File: config.mk
export PLATFORM = sky130hd
export DESIGN_NAME = uart_char_source
export DESIGN_NICKNAME = d
export VERILOG_FILES = /design/src/rtl/uart_char_source.sv
export SDC_FILE = /design/constraint.sdc
export NUM_CORES = 1
export LEC_CHECK = 0
export CAP_MARGIN = 25
export CORE_MARGIN = 1.5
export CORE_UTILIZATION = 25
export CTS_CLUSTER_SIZE = 12
export DETAILED_ROUTE_END_ITERATION = 7
export GPL_TIMING_DRIVEN = 0
export PLACE_DENSITY = 0.51
export REMOVE_ABC_BUFFERS = 1
export SYNTH_ARGS = -nofsm -noshare
export SYNTH_HDL_FRONTEND = slang
export SYNTH_SLANG_ARGS = --single-unit
File: constraint.sdc
create_clock -name clk -period 8.09 [get_ports clk]
set_clock_uncertainty 0.15 [all_clocks]
set_input_delay 1.618 -clock clk [delete_from_list [all_inputs] [get_ports clk]]
set_output_delay 1.618 -clock clk [all_outputs]
set_load 0.1 [all_outputs]
File: src/rtl/uart_char_source.sv
// uart_char_source: 8N1 serial receiver feeding a small byte FIFO, drained
// as a paced cin/we write stream for the character-plane controller.
module uart_char_source #(
  parameter int CLK_HZ     = 100000000,
  parameter int BAUD       = 9600,
  parameter int FIFO_DEPTH = 16,
  parameter int WE_GAP     = 4
) (
  input  logic                          clk,
  input  logic                          reset,
  input  logic                          rx,
  output logic [7:0]                    cin,
  output logic                          we,
  output logic                          overflow,
  output logic                          frame_err,
  output logic [$clog2(FIFO_DEPTH):0]   fifo_count
);

  localparam int DIV = CLK_HZ / BAUD;
  localparam int BCW = $clog2(DIV);
  localparam int PW  = $clog2(FIFO_DEPTH);
  localparam int CW  = PW + 1;
  localparam int GW  = $clog2(WE_GAP + 1);

  localparam logic [BCW-1:0] BC_HALF  = BCW'(DIV / 2 - 1);
  localparam logic [BCW-1:0] BC_LAST  = BCW'(DIV - 1);
  localparam logic [BCW-1:0] BC_ONE   = BCW'(1);
  localparam logic [PW-1:0]  PTR_ONE  = PW'(1);
  localparam logic [CW-1:0]  CNT_ONE  = CW'(1);
  localparam logic [CW-1:0]  DEPTH_C  = CW'(FIFO_DEPTH);
  localparam logic [GW-1:0]  GAP_LOAD = GW'(WE_GAP);
  localparam logic [GW-1:0]  GAP_ONE  = GW'(1);

  typedef enum logic [1:0] {IDLE, START, DATA, STOP} rx_state_t;

  // ---------------- input synchroniser and falling-edge detect ----------
  logic sync1_reg, sync2_reg, prev_reg;
  logic rx_s, fall;

  assign rx_s = sync2_reg;
  assign fall = prev_reg & ~rx_s;

  // Two-flop synchroniser plus one history flop; idle-high on reset.
  always_ff @(posedge clk) begin
    if (reset) begin
      sync1_reg <= 1'b1;
      sync2_reg <= 1'b1;
      prev_reg  <= 1'b1;
    end else begin
      sync1_reg <= rx;
      sync2_reg <= sync1_reg;
      prev_reg  <= sync2_reg;
    end
  end

  // ---------------- receive FSM ----------------------------------------
  rx_state_t      state_reg, state_next;
  logic [BCW-1:0] bc_reg, bc_next;
  logic [2:0]     bi_reg, bi_next;
  logic [7:0]     shift_reg, shift_next;
  logic           good_stop, bad_stop;

  // State register for the receiver.
  always_ff @(posedge clk) begin
    if (reset) begin
      state_reg <= IDLE;
      bc_reg    <= '0;
      bi_reg    <= '0;
      shift_reg <= '0;
    end else begin
      state_reg <= state_next;
      bc_reg    <= bc_next;
      bi_reg    <= bi_next;
      shift_reg <= shift_next;
    end
  end

  // Next-state logic: sample start at half a bit, then every full bit.
  always_comb begin
    state_next = state_reg;
    bc_next    = bc_reg + BC_ONE;
    bi_next    = bi_reg;
    shift_next = shift_reg;
    good_stop  = 1'b0;
    bad_stop   = 1'b0;
    unique case (state_reg)
      IDLE: begin
        bc_next = '0;
        if (fall) state_next = START;
      end
      START: begin
        if (bc_reg == BC_HALF) begin
          bc_next    = '0;
          bi_next    = '0;
          // A high sample here means the fall was only a glitch.
          state_next = rx_s ? IDLE : DATA;
        end
      end
      DATA: begin
        if (bc_reg == BC_LAST) begin
          bc_next            = '0;
          shift_next[bi_reg] = rx_s;
          if (bi_reg == 3'd7) state_next = STOP;
          else                bi_next    = bi_reg + 3'd1;
        end
      end
      STOP: begin
        if (bc_reg == BC_LAST) begin
          bc_next    = '0;
          state_next = IDLE;
          good_stop  = rx_s;
          bad_stop   = ~rx_s;
        end
      end
      default: state_next = IDLE;
    endcase
  end

  // ---------------- received-byte staging -----------------------------
  logic       push_pend_reg;
  logic [7:0] push_data_reg;
  logic       frame_err_reg;

  // Stage the completed byte one cycle before it enters the FIFO.
  always_ff @(posedge clk) begin
    if (reset) begin
      push_pend_reg <= 1'b0;
      push_data_reg <= '0;
      frame_err_reg <= 1'b0;
    end else begin
      push_pend_reg <= good_stop;
      push_data_reg <= shift_reg;
      frame_err_reg <= bad_stop;
    end
  end

  // ---------------- FIFO and paced output ------------------------------
  logic [7:0]    mem [FIFO_DEPTH];
  logic [PW-1:0] wr_ptr_reg, rd_ptr_reg;
  logic [CW-1:0] count_reg;
  logic [GW-1:0] gc_reg;
  logic [7:0]    cin_reg;
  logic          we_reg, overflow_reg;
  logic          pop, push_ok;

  assign pop     = (count_reg != '0) && (gc_reg == '0);
  assign push_ok = push_pend_reg && ((count_reg != DEPTH_C) || pop);

  // Buffer storage; no reset so it maps onto RAM.
  always_ff @(posedge clk) begin
    if (push_ok) mem[wr_ptr_reg] <= push_data_reg;
  end

  // Pointers, occupancy, sticky overflow and the inter-write gap counter.
  always_ff @(posedge clk) begin
    if (reset) begin
      wr_ptr_reg   <= '0;
      rd_ptr_reg   <= '0;
      count_reg    <= '0;
      overflow_reg <= 1'b0;
      gc_reg       <= '0;
    end else begin
      if (push_ok) wr_ptr_reg <= wr_ptr_reg + PTR_ONE;
      if (pop)     rd_ptr_reg <= rd_ptr_reg + PTR_ONE;
      if (push_ok && !pop)      count_reg <= count_reg + CNT_ONE;
      else if (pop && !push_ok) count_reg <= count_reg - CNT_ONE;
      if (push_pend_reg && !push_ok) overflow_reg <= 1'b1;
      if (pop)                gc_reg <= GAP_LOAD;
      else if (gc_reg != '0)  gc_reg <= gc_reg - GAP_ONE;
    end
  end

  // Registered read port: head byte and one-cycle strobe on each pop.
  always_ff @(posedge clk) begin
    if (reset) begin
      cin_reg <= '0;
      we_reg  <= 1'b0;
    end else begin
      we_reg <= pop;
      if (pop) cin_reg <= mem[rd_ptr_reg];
    end
  end

  assign cin        = cin_reg;
  assign we         = we_reg;
  assign overflow   = overflow_reg;
  assign frame_err  = frame_err_reg;
  assign fifo_count = count_reg;

endmodule

## After elaboration in Yosys (flattened, before gate mapping)

Memories as Yosys holds them, arrays and structs flattened. A register that Yosys moved wholly into a read port is not among the register bits.
Index checks and enable logic that the tools add are counted.

| storage, ports and cells | value |
|---|---|
| bits of input ports | 3 |
| register bits | 58 |
| RAM bits | 128 |
| output and inout bits | 16 |
| logic and storage cells | 89 |
| memories | 1 |

Memory list:

| name | words | width | read ports | clocked after Yosys merged registers in | wr ports | line | source |
|---|---|---|---|---|---|---|---|
| mem | 16 | 8 | 1 | 1 | 1 | 138 | `logic [7:0] mem [FIFO_DEPTH];` |

| operators by class | value |
|---|---|
| bitwise operators | 4 |
| equality and inequality tests | 13 |
| add/subtract/negate cells | 7 |
| magnitude comparators | 2 |
| multiplexer cells | 23 |
| reduce and logical (&&, ||, !) cells | 22 |

Operator list:

| cell | number |
|---|---|
| 14-bit case mux with 3 select lines | 1 |
| 14-bit 2-to-1 mux | 2 |
| 3-bit 2-to-1 mux | 5 |
| 14-bit by 1-bit adder with 14-bit output (second input constant) | 1 |
| 14-bit by 13-bit equality test with 1-bit output (second input constant) | 1 |
| 14-bit equality test (second input constant) | 1 |
| 2-bit 2-to-1 mux | 6 |
| 2-bit inequality test (second input constant) | 6 |
| 5-bit 2-to-1 mux | 2 |
| 4-bit by 1-bit adder with 4-bit output (second input constant) | 2 |
| 8-bit bitwise mux | 1 |
| 2-bit case mux with 4 select lines | 1 |
| 1-bit logical AND | 6 |
| 3-bit case mux with 2 select lines | 1 |
| 2-bit nonzero test | 3 |
| 5-bit by 1-bit adder with 5-bit output (second input constant) | 1 |
| 5-bit inequality test (second input constant) | 1 |
| 5-bit AND reduction | 1 |
| 5-bit nonzero test | 1 |
| 5-bit by 1-bit subtractor with 5-bit output (second input constant) | 1 |
| 2-bit equality test (second input constant) | 2 |
| 3-bit by 4-bit < comparator with 1-bit output (second input constant) | 1 |
| 4-bit AND reduction | 1 |
| 2-bit OR reduction | 2 |
| 16 further kinds | 21 |

## Longest topological paths before layout

Gate-level depths: netlist of the first run.

| logic depth | value |
|---|---|
| depth in word-level cells | 8 |
| mapped depth | 14 |
| depth with buffers taken out | 12 |

## Worst setup path after synthesis of the first run

No wires, ideal clock.

| timing | value |
|---|---|
| kind | register to register |
| from | reg count_reg[0], in the netlist fifo_count[0] |
| to | reg count_reg[4], in the netlist fifo_count[4] |
| setup slack | 4455 ps |
| data arrival time | 3364 ps |
| period minus slack after synthesis | 3635 ps |
| data required time | 7819 ps |
| stages on the path, launching flop included | 12 |
| path through | dfxtp_1 -> or4_4 -> o21a_4 -> inv_2 -> buf_4 -> ha_1 -> inv_1 -> fa_1 -> a21o_1 -> a21oi_1 -> mux2i_1 -> mux2_2 |

| on the way | value |
|---|---|
| word-level cells in the longest chain between the ends | 7 |
| elaborated cells between the ends (all ways) | 14 |
| those cells by class | add/sub (2); eq/ne (1); mux (2); reduce/logical (9) |

RTL lines:

| element | line | source |
|---|---|---|
| from (decl) | 140 | `logic [CW-1:0] count_reg;` |
| from (signal assigned) | 165 | `if (push_ok && !pop) count_reg <= count_reg + CNT_ONE;` |
| from (signal assigned) | 166 | `else if (pop && !push_ok) count_reg <= count_reg - CNT_ONE;` |
| branches (longest 7 deep; another with 5-bit by 1-bit subtractor with 5-bit output) | - |  |

Several ways; the timed one is not identified. The select of a mux whose other input is x is not followed.
A chain may end at the register's enable or synchronous reset.

## Final worst setup path of the first run

| timing | value |
|---|---|
| from | reg count_reg[0], in the netlist fifo_count[0] |
| to | out fifo_count[0] |

RTL lines:

| element | line | source |
|---|---|---|
| to (decl) | 16 | `output logic [$clog2(FIFO_DEPTH):0] fifo_count` |

No word-level cell between the ends.

==> results of run 1 <==
[final timing paths]
kind | slack (ns) | endpoint
setup / recovery | 4.25 | fifo_count[0]
hold / removal | 0.26 | rx_s$_SDFF_PP1_
setup reg to reg | 4.55 | fifo_count[4]$_SDFFE_PP0P_
hold reg to reg | 0.26 | rx_s$_SDFF_PP1_
[through the flow]
step / hold slack [ns] / utilization, % / total power, mW
2_1_floorplan: 0.2395 / - / 1.502
3_3_place_gp: 0.2412 / 27.19 / 1.608
3_5_place_dp: 0.2441 / 27.49 / 1.634
4_1_cts: 0.2623 / 29.46 / 2.467
5_1_grt: 0.2766 / 29.46 / 2.548
6_report: 0.2607 / 29.46 / 2.445
[Yosys cell counts (all sizes together), types with 6 or more instances]
cell and n:
a21oi 9, nor3 21, mux2i 24, o21ai 7
inv 16, xnor2 6, ha 14, o221ai 8
nand2 20, clkbuf 12, edfxtp 128, nor2 33
mux4 32, nand3 18, buf 15, nand4 9
dfxtp 66, xor2 12, nor2b 6
[worst register-to-register path, delay by kind of cell (launching register included)]
family	cells	cell delay, ns
AOI/OAI and AO/OA	3	0.67
muxes	2	0.55
DFF	1	0.30
adders and majority gates	3	0.73
buffers and inverters	3	0.42
and+or+nand+nor	1	0.60
[power by group through the flow]
stage          Combinational, mW  Sequential (mW)  Clock (mW)
2_1_floorplan              0.248             1.25           0
3_3_place_gp               0.437             1.17           0
3_5_place_dp               0.490             1.14           0
4_1_cts                    0.493             1.12       0.853
5_1_grt                    0.529             1.13       0.892
6_report                   0.489             1.12       0.836
[layout make-up]
| class | count | share of cell area [%] |
|---|---|---|
| inverter | 16 | 0.6646 |
| clock inverter | 15 | 1.980 |
| timing repair buffer | 25 | 2.991 |
| clock buffer | 17 | 4.708 |
| sequential | 194 | 57.19 |
| tap | 396 | 5.483 |
| multi-input combinational | 277 | 26.99 |
[cells in the final DEF (no fill, tap or decap), types with 15 or more instances in the layout]
cell | Yosys | layout
nand2_1 | 20 | 20
mux2i_1 | 24 | 24
clkdlybuf4s50_1 | 0 | 17
dfxtp_1 | 66 | 64
mux4_2 | 32 | 32
nor3_1 | 21 | 21
nand3_1 | 18 | 18
nor2_1 | 33 | 33
edfxtp_1 | 128 | 128
clkbuf_16 | 0 | 17
inv_1 | 15 | 15
[metal layers]
metal	track usage (%)	routed length, microns	up-vias
li1	-	-	2019
met1	12.47	6779	2220
met2	15.37	7316	80
met3	2.249	507	10
met4	3.367	175	0
met5	0	0	-
[cell families after synthesis]
| logic type | Yosys count | synth area share, % |
|---|---|---|
| buf+inv | 43 | 2.487 |
| fa+ha+maj | 15 | 2.503 |
| mux | 57 | 12.47 |
| xor+xnor | 18 | 2.022 |
| simple gates | 140 | 9.628 |
| flops | 194 | 66.24 |
| compound gates | 47 | 4.654 |
==> results.yml, run 1 <==
clock_network:
  root_buffer: "clkbuf_16"
  htreeDepth: 4
  clkLatencyLatePin_ns: 0.43
  clockBufferDepth: 2
  cts-resized-gates: 0
  cts_tree: "built"
  cts_buffers: 17
  clkTransAtPathRegs_ns: 0.07
  cts.sinks: 194
  post_cts_buffers: 0
  cts.hold.buffers_added: 0
synthesis:
  synth_edf_count: 128
  synth_ff_type: "edfxtp_1"
  ys_seq_area_share_pct: 66.24
  ys_async_sr_fraction_pct: 0
  synth_top_area_share_pct: 49.29
  synth_cell_types: 56
  yosys.area.top_type: "edfxtp_1"
  syn_inst: 514
  syn-cell-area_sq_um: 7797
  synth_seq_cells: 194
  synth_warnings: 0
  synth_area_per_cell_sq_um: 15.17
  synthTopCellsByArea: "edfxtp_1 49%, dfxtp_1 17%, mux4_2 9.2%, mux2i_1 3.1%, ha_1 2.2%"
place:
  port_buffers: 18
  dp_cells: 908
  gp_congestion: 0.7168
  place_hpwl_microns: 10030
  dp_slack_ns: 4.069
  placement.cell_area_sq_um: 8432
run_status:
  status: "finished, final reports clean"
final_layout:
  final_area_sq_um: 9036
  final_nets: 549
  largest_register_ffs: 128
  multi_input_area_sq_um: 2439
  layout.cells.non_filler: 940
  diodes: 0
  nFillCells: 3008
  drive_above_1_share_pct: 15.81
  seqCellArea_sq_um: 5167
  area_growth_pct: 15.89
critical_path:
  worstPathCellList: "clkdlybuf4s50_1"
  crit_type: "flop to primary output"
  cp.depth: 1
  cp.required_ns: 6.32
  crit_path_start: "fifo_count[0]$_SDFFE_PP0P_"
  critPathLaunchType: "flop"
  reg2reg_depth: 12
  crit_path_max_fanout: 5
  endpoint_kind: "primary output"
  path_buf_inv: 1
  critPathTopFamily: "buffers and inverters"
  r2r-start: "gc_reg[0]$_SDFFE_PP0P_"
  cpMaxStageDelayCell: "clkdlybuf4s50_1"
  crit_arrival_ns: 2.07
  crit_path_max_incr_delay_ns: 1.18
route:
  drt-initial-drc-count: 268
  detail-route-antenna-nets: 0
  firstDrtPassIters: 5
  drc: 0
  viasPerCell: 4.605
  num_vias: 4329
  wl_microns: 14780
  post_drt_wl_per_cell_microns: 15.72
pwr:
  switching_share_pct: 31.84
  seq_power_share_pct: 45.8
  p_comb_share_pct: 20.0
  switchingPower_mw: 0.7786
  powerDensity_nw_per_um2: 270.6
  clkPwrFrac_pct: 34.2
  p_leak_nw: 3.102
  power.internal_mw: 1.667
  vdd_drop_max_mv: 0.2963
timing:
  finalCritPeriodShare_pct: 47.41
  setup_viol: 0
  worstMarginPinSlew_ns: 1.143
  min_period_ns: 3.835
  timing.final.ws_setup_ns: 4.255
  relSlewSlack_pct: 23.79
  slew_viol_final: 0
  fin_setup_tns_ns: 0
  grt_setup_unrepaired: "false"
  clock.fmax_mhz: 260.7
  hold_viol: 0
grt:
  grt_pass1_wl_microns: 23980
  grt_start_max_net_pins: 44
  grt_usage_pct: 9.514
  grt_overflow: 0
  grt_pass1_vias: 4406
  antenna_found_initial: 0
die:
  fp.dieH_microns: 179.6
  pin_count: 19
  core_sq_um: 30670
  design.die.area_sq_um: 32260
  floorplan.initialDensity_pct: 25.42
  dieWidth_microns: 179.6
  rows: 64
run:
  cap_violations: 0
min_path:
  hp-start: "sync1_reg$_SDFF_PP1_"
  min_path_type: "flop to flop"
  min_path_cells: 1
No activity file was read; power rests on OpenSTA's default activity.
==> inputs of run 2 (changes only) <==
==> constraint.sdc (replaced) <==
create_clock -name clk -period 4 [get_ports clk]
set_clock_uncertainty 0.15 [all_clocks]
set_input_delay 0.8 -clock clk [delete_from_list [all_inputs] [get_ports clk]]
set_output_delay 0.8 -clock clk [all_outputs]
set_load 0.1 [all_outputs]
==> results of run 2 <==
The final DEF is identical to that of run 1. Status: finished, final reports clean.
Among the figures that moved: setup slack after placement 4.069 ns -> 0.4690 ns; setup slack after layout 4.255 ns -> 0.4599 ns; start point of the critical path fifo_count[0]$_SDFFE_PP0P_ -> gc_reg[0]$_SDFFE_PP0P_; end point of the critical path fifo_count[0] -> fifo_count[4]$_SDFFE_PP0P_; register-to-register setup slack 4.55 ns -> 0.46 ns; total power 2.445 mW -> 4.947 mW; worst IR drop on VDD 0.2963 mV -> 0.5993 mV
==> inputs of run 3 (changes only) <==
==> constraint.sdc (replaced) <==
create_clock -name clk -period 4.5 [get_ports clk]
set_clock_uncertainty 0.15 [all_clocks]
set_input_delay 0.9 -clock clk [delete_from_list [all_inputs] [get_ports clk]]
set_output_delay 0.9 -clock clk [all_outputs]
set_load 0.1 [all_outputs]
==> results of run 3 <==
The final DEF is identical to that of run 1. Status: finished, final reports clean.
Among the figures that moved: setup slack after placement 4.069 ns -> 0.9690 ns; setup slack after layout 4.255 ns -> 0.9599 ns; start point of the critical path fifo_count[0]$_SDFFE_PP0P_ -> gc_reg[0]$_SDFFE_PP0P_; end point of the critical path fifo_count[0] -> fifo_count[4]$_SDFFE_PP0P_; register-to-register setup slack 4.55 ns -> 0.96 ns; total power 2.445 mW -> 4.397 mW; worst IR drop on VDD 0.2963 mV -> 0.5327 mV
==> variant: new RTL, config.mk and constraints of run 2 <==
Register the output `cin` once more, without a reset; this adds one clock of latency there. The other outputs are not delayed to match.
--- a/src/rtl/uart_char_source.sv
+++ b/src/rtl/uart_char_source.sv
@@ -183,3 +183,5 @@
 
-  assign cin        = cin_reg;
+  always_ff @(posedge clk) begin
+    cin <= cin_reg;
+  end
   assign we         = we_reg;
Formal check against the unedited RTL: same outputs for any inputs over 10 cycles, from zero or initial values and one cycle with reset high; that may be too few to reach the edited logic, so the function may still have changed.
==> variant against run 2 <==
Wire length grew 3.9%. Cell area grew 2.0%. Die area grew 0.71%. Setup slack gained 110 ps. The run now ends with DRC left. Total power grew 8.2%. Critical endpoint unchanged. Cell count grew 1.4%. Sequential cell count grew 8. Non-clock buffer count shrank 1. Clock power grew 12%. Synthesized area grew 0.72%. Utilization grew 0.51 points. Count of clock-buffer cells in the layout grew 16.
==> variant: results (changes against run 2) <==
pre-CTS WS=544 ps (+75.4 ps); highest-delay cell along the critical path=nor4_1; number of nets at the end of the flow=559 (+1.8%); Least-Margin Pin Slew=1040 ps (-99.3 ps); final RePlAce weighted congestion=0.718 (+0.15%); H-tree depth=1 (-3); cell types with the highest counts after synthesis=edfxtp_1, dfxtp_1, nor2_1, mux4_2, nand2_1; number of global-route vias before repair=4323 (-1.9%); number of buffers created by CTS=22 (+5); peak per-stage delay on the critical path=650 ps (+50 ps); pin count of the biggest net entering global routing=48 (+9.1%); violations in the final reports=DRC; startpoint of the most critical setup path=fifo_count[0]$_SDFFE_PP0P_; run status=finished with violations; Initial DRT Pass Iterations=6 (+1); maximum resistive drop on vdd=0.498 mV (-17%); wire length of the first global-routing pass=24.4 mm (+1.8%); share of post-route cells with drive strength above 1=15.1% (-0.73 points); total of fill cells in the finished design=3048 (+1.3%); Total GRT Usage=9.59% (+0.079 points); P_leak=2.64 nW (-15%); launch point of the worst reg-to-reg path=fifo_count[0]$_SDFFE_PP0P_; DRC viols=2 (+2); Distinct cells, synth=47 (-16%); HPWL reported at the end of detailed placement=9.74 mm (-2.9%); hold path startpoint=cin_reg[5]$_SDFFE_PP0P_; Starting DRT DRC Count=329 (+23%); sequential cell area fraction in the yosys report=67.8% (+1.6 points)
variant: cell count changes after synthesis, moves of 6 or more:
| cell | before | now |
|---|---|---|
| nor2_1 | 33 | 48 |
| nor3_1 | 21 | 8 |
| nand3_1 | 18 | 9 |
| nand3b_1 | 1 | 10 |
| dfxtp_1 | 66 | 74 |
| nand2b_1 | 1 | 9 |
| xnor2_1 | 6 | 12 |
variant: worst reg2reg max path, delay by kind of cell (launching register included):
| kind | cells | cell delay (ps) |
|---|---|---|
| AOI/OAI and AO/OA | 4 | 760 |
| xor gates and xnor gates | 1 | 90 |
| adders and majority gates | 2 | 660 |
| buffers and inverters | 2 | 390 |
| DFF | 1 | 370 |
| and+or+nand+nor | 2 | 950 |
variant: kinds of logic (layout without fill, tap and decap cells):
logic type / Yosys count / count (layout) / share of synthesized area [%]
AO/OA/AOI/OAI: 40 / 40 / 3.41
XOR/XNOR: 23 / 23 / 2.56
adder cells (fa/ha/maj): 15 / 15 / 2.49
buffers and inverters: 39 / 78 / 2.01
flip-flops: 202 / 202 / 67.8
multiplexers: 52 / 52 / 11.7
AND/OR/NAND/NOR: 147 / 147 / 10.0
variant: metal layers:
layer	wire [µm]	up-vias	GRT usage, %
met5	0	-	0
met3	539	25	1.78
met2	7570	57	16.5
li1	-	1994	-
met1	6900	2094	12.2
met4	349	0	3.13
variant: path summary, 6_finish.rpt:
path                           endpoint  slack [ps]  cells past startpoint
min reg2reg              cin[5]$_DFF_P_         210                      0
max          fifo_count[4]$_SDFFE_PP0P_         570                     11
min                      cin[5]$_DFF_P_         210                      0
max reg2reg  fifo_count[4]$_SDFFE_PP0P_         570                     11
variant: power by group through the flow:
stage / registers (mW) / logic [mW] / clock network, mW
final: 2.39 / 1.07 / 1.89
after floorplan: 2.87 / 0.360 / 0
after detailed placement: 2.44 / 1.08 / 0
after global routing: 2.41 / 1.14 / 2.02
after global placement: 2.51 / 0.969 / 0
after CTS: 2.40 / 1.08 / 1.94
variant: metrics by stage:
step	cells	utilization, %	cell area, µm²	hold slack [ps]
2_1_floorplan	493	-	7750	181
3_3_place_gp	907	27.4	8420	191
3_5_place_dp	912	27.8	8540	196
4_1_cts	952	30.0	9210	206
5_1_grt	953	30.0	9220	204
6_report	953	30.0	9220	206
variant: final cells by class:
cell class | instances | area [µm²] | area share, %
flip-flops and latches | 202 | 5330 | 57.8
clock buffers | 33 | 602 | 6.53
repair buffers | 24 | 278 | 3.01
inverters | 14 | 52.6 | 0.570
multi-input cells | 277 | 2390 | 25.9
well taps | 396 | 495 | 5.38
clock inverters | 7 | 71.3 | 0.774
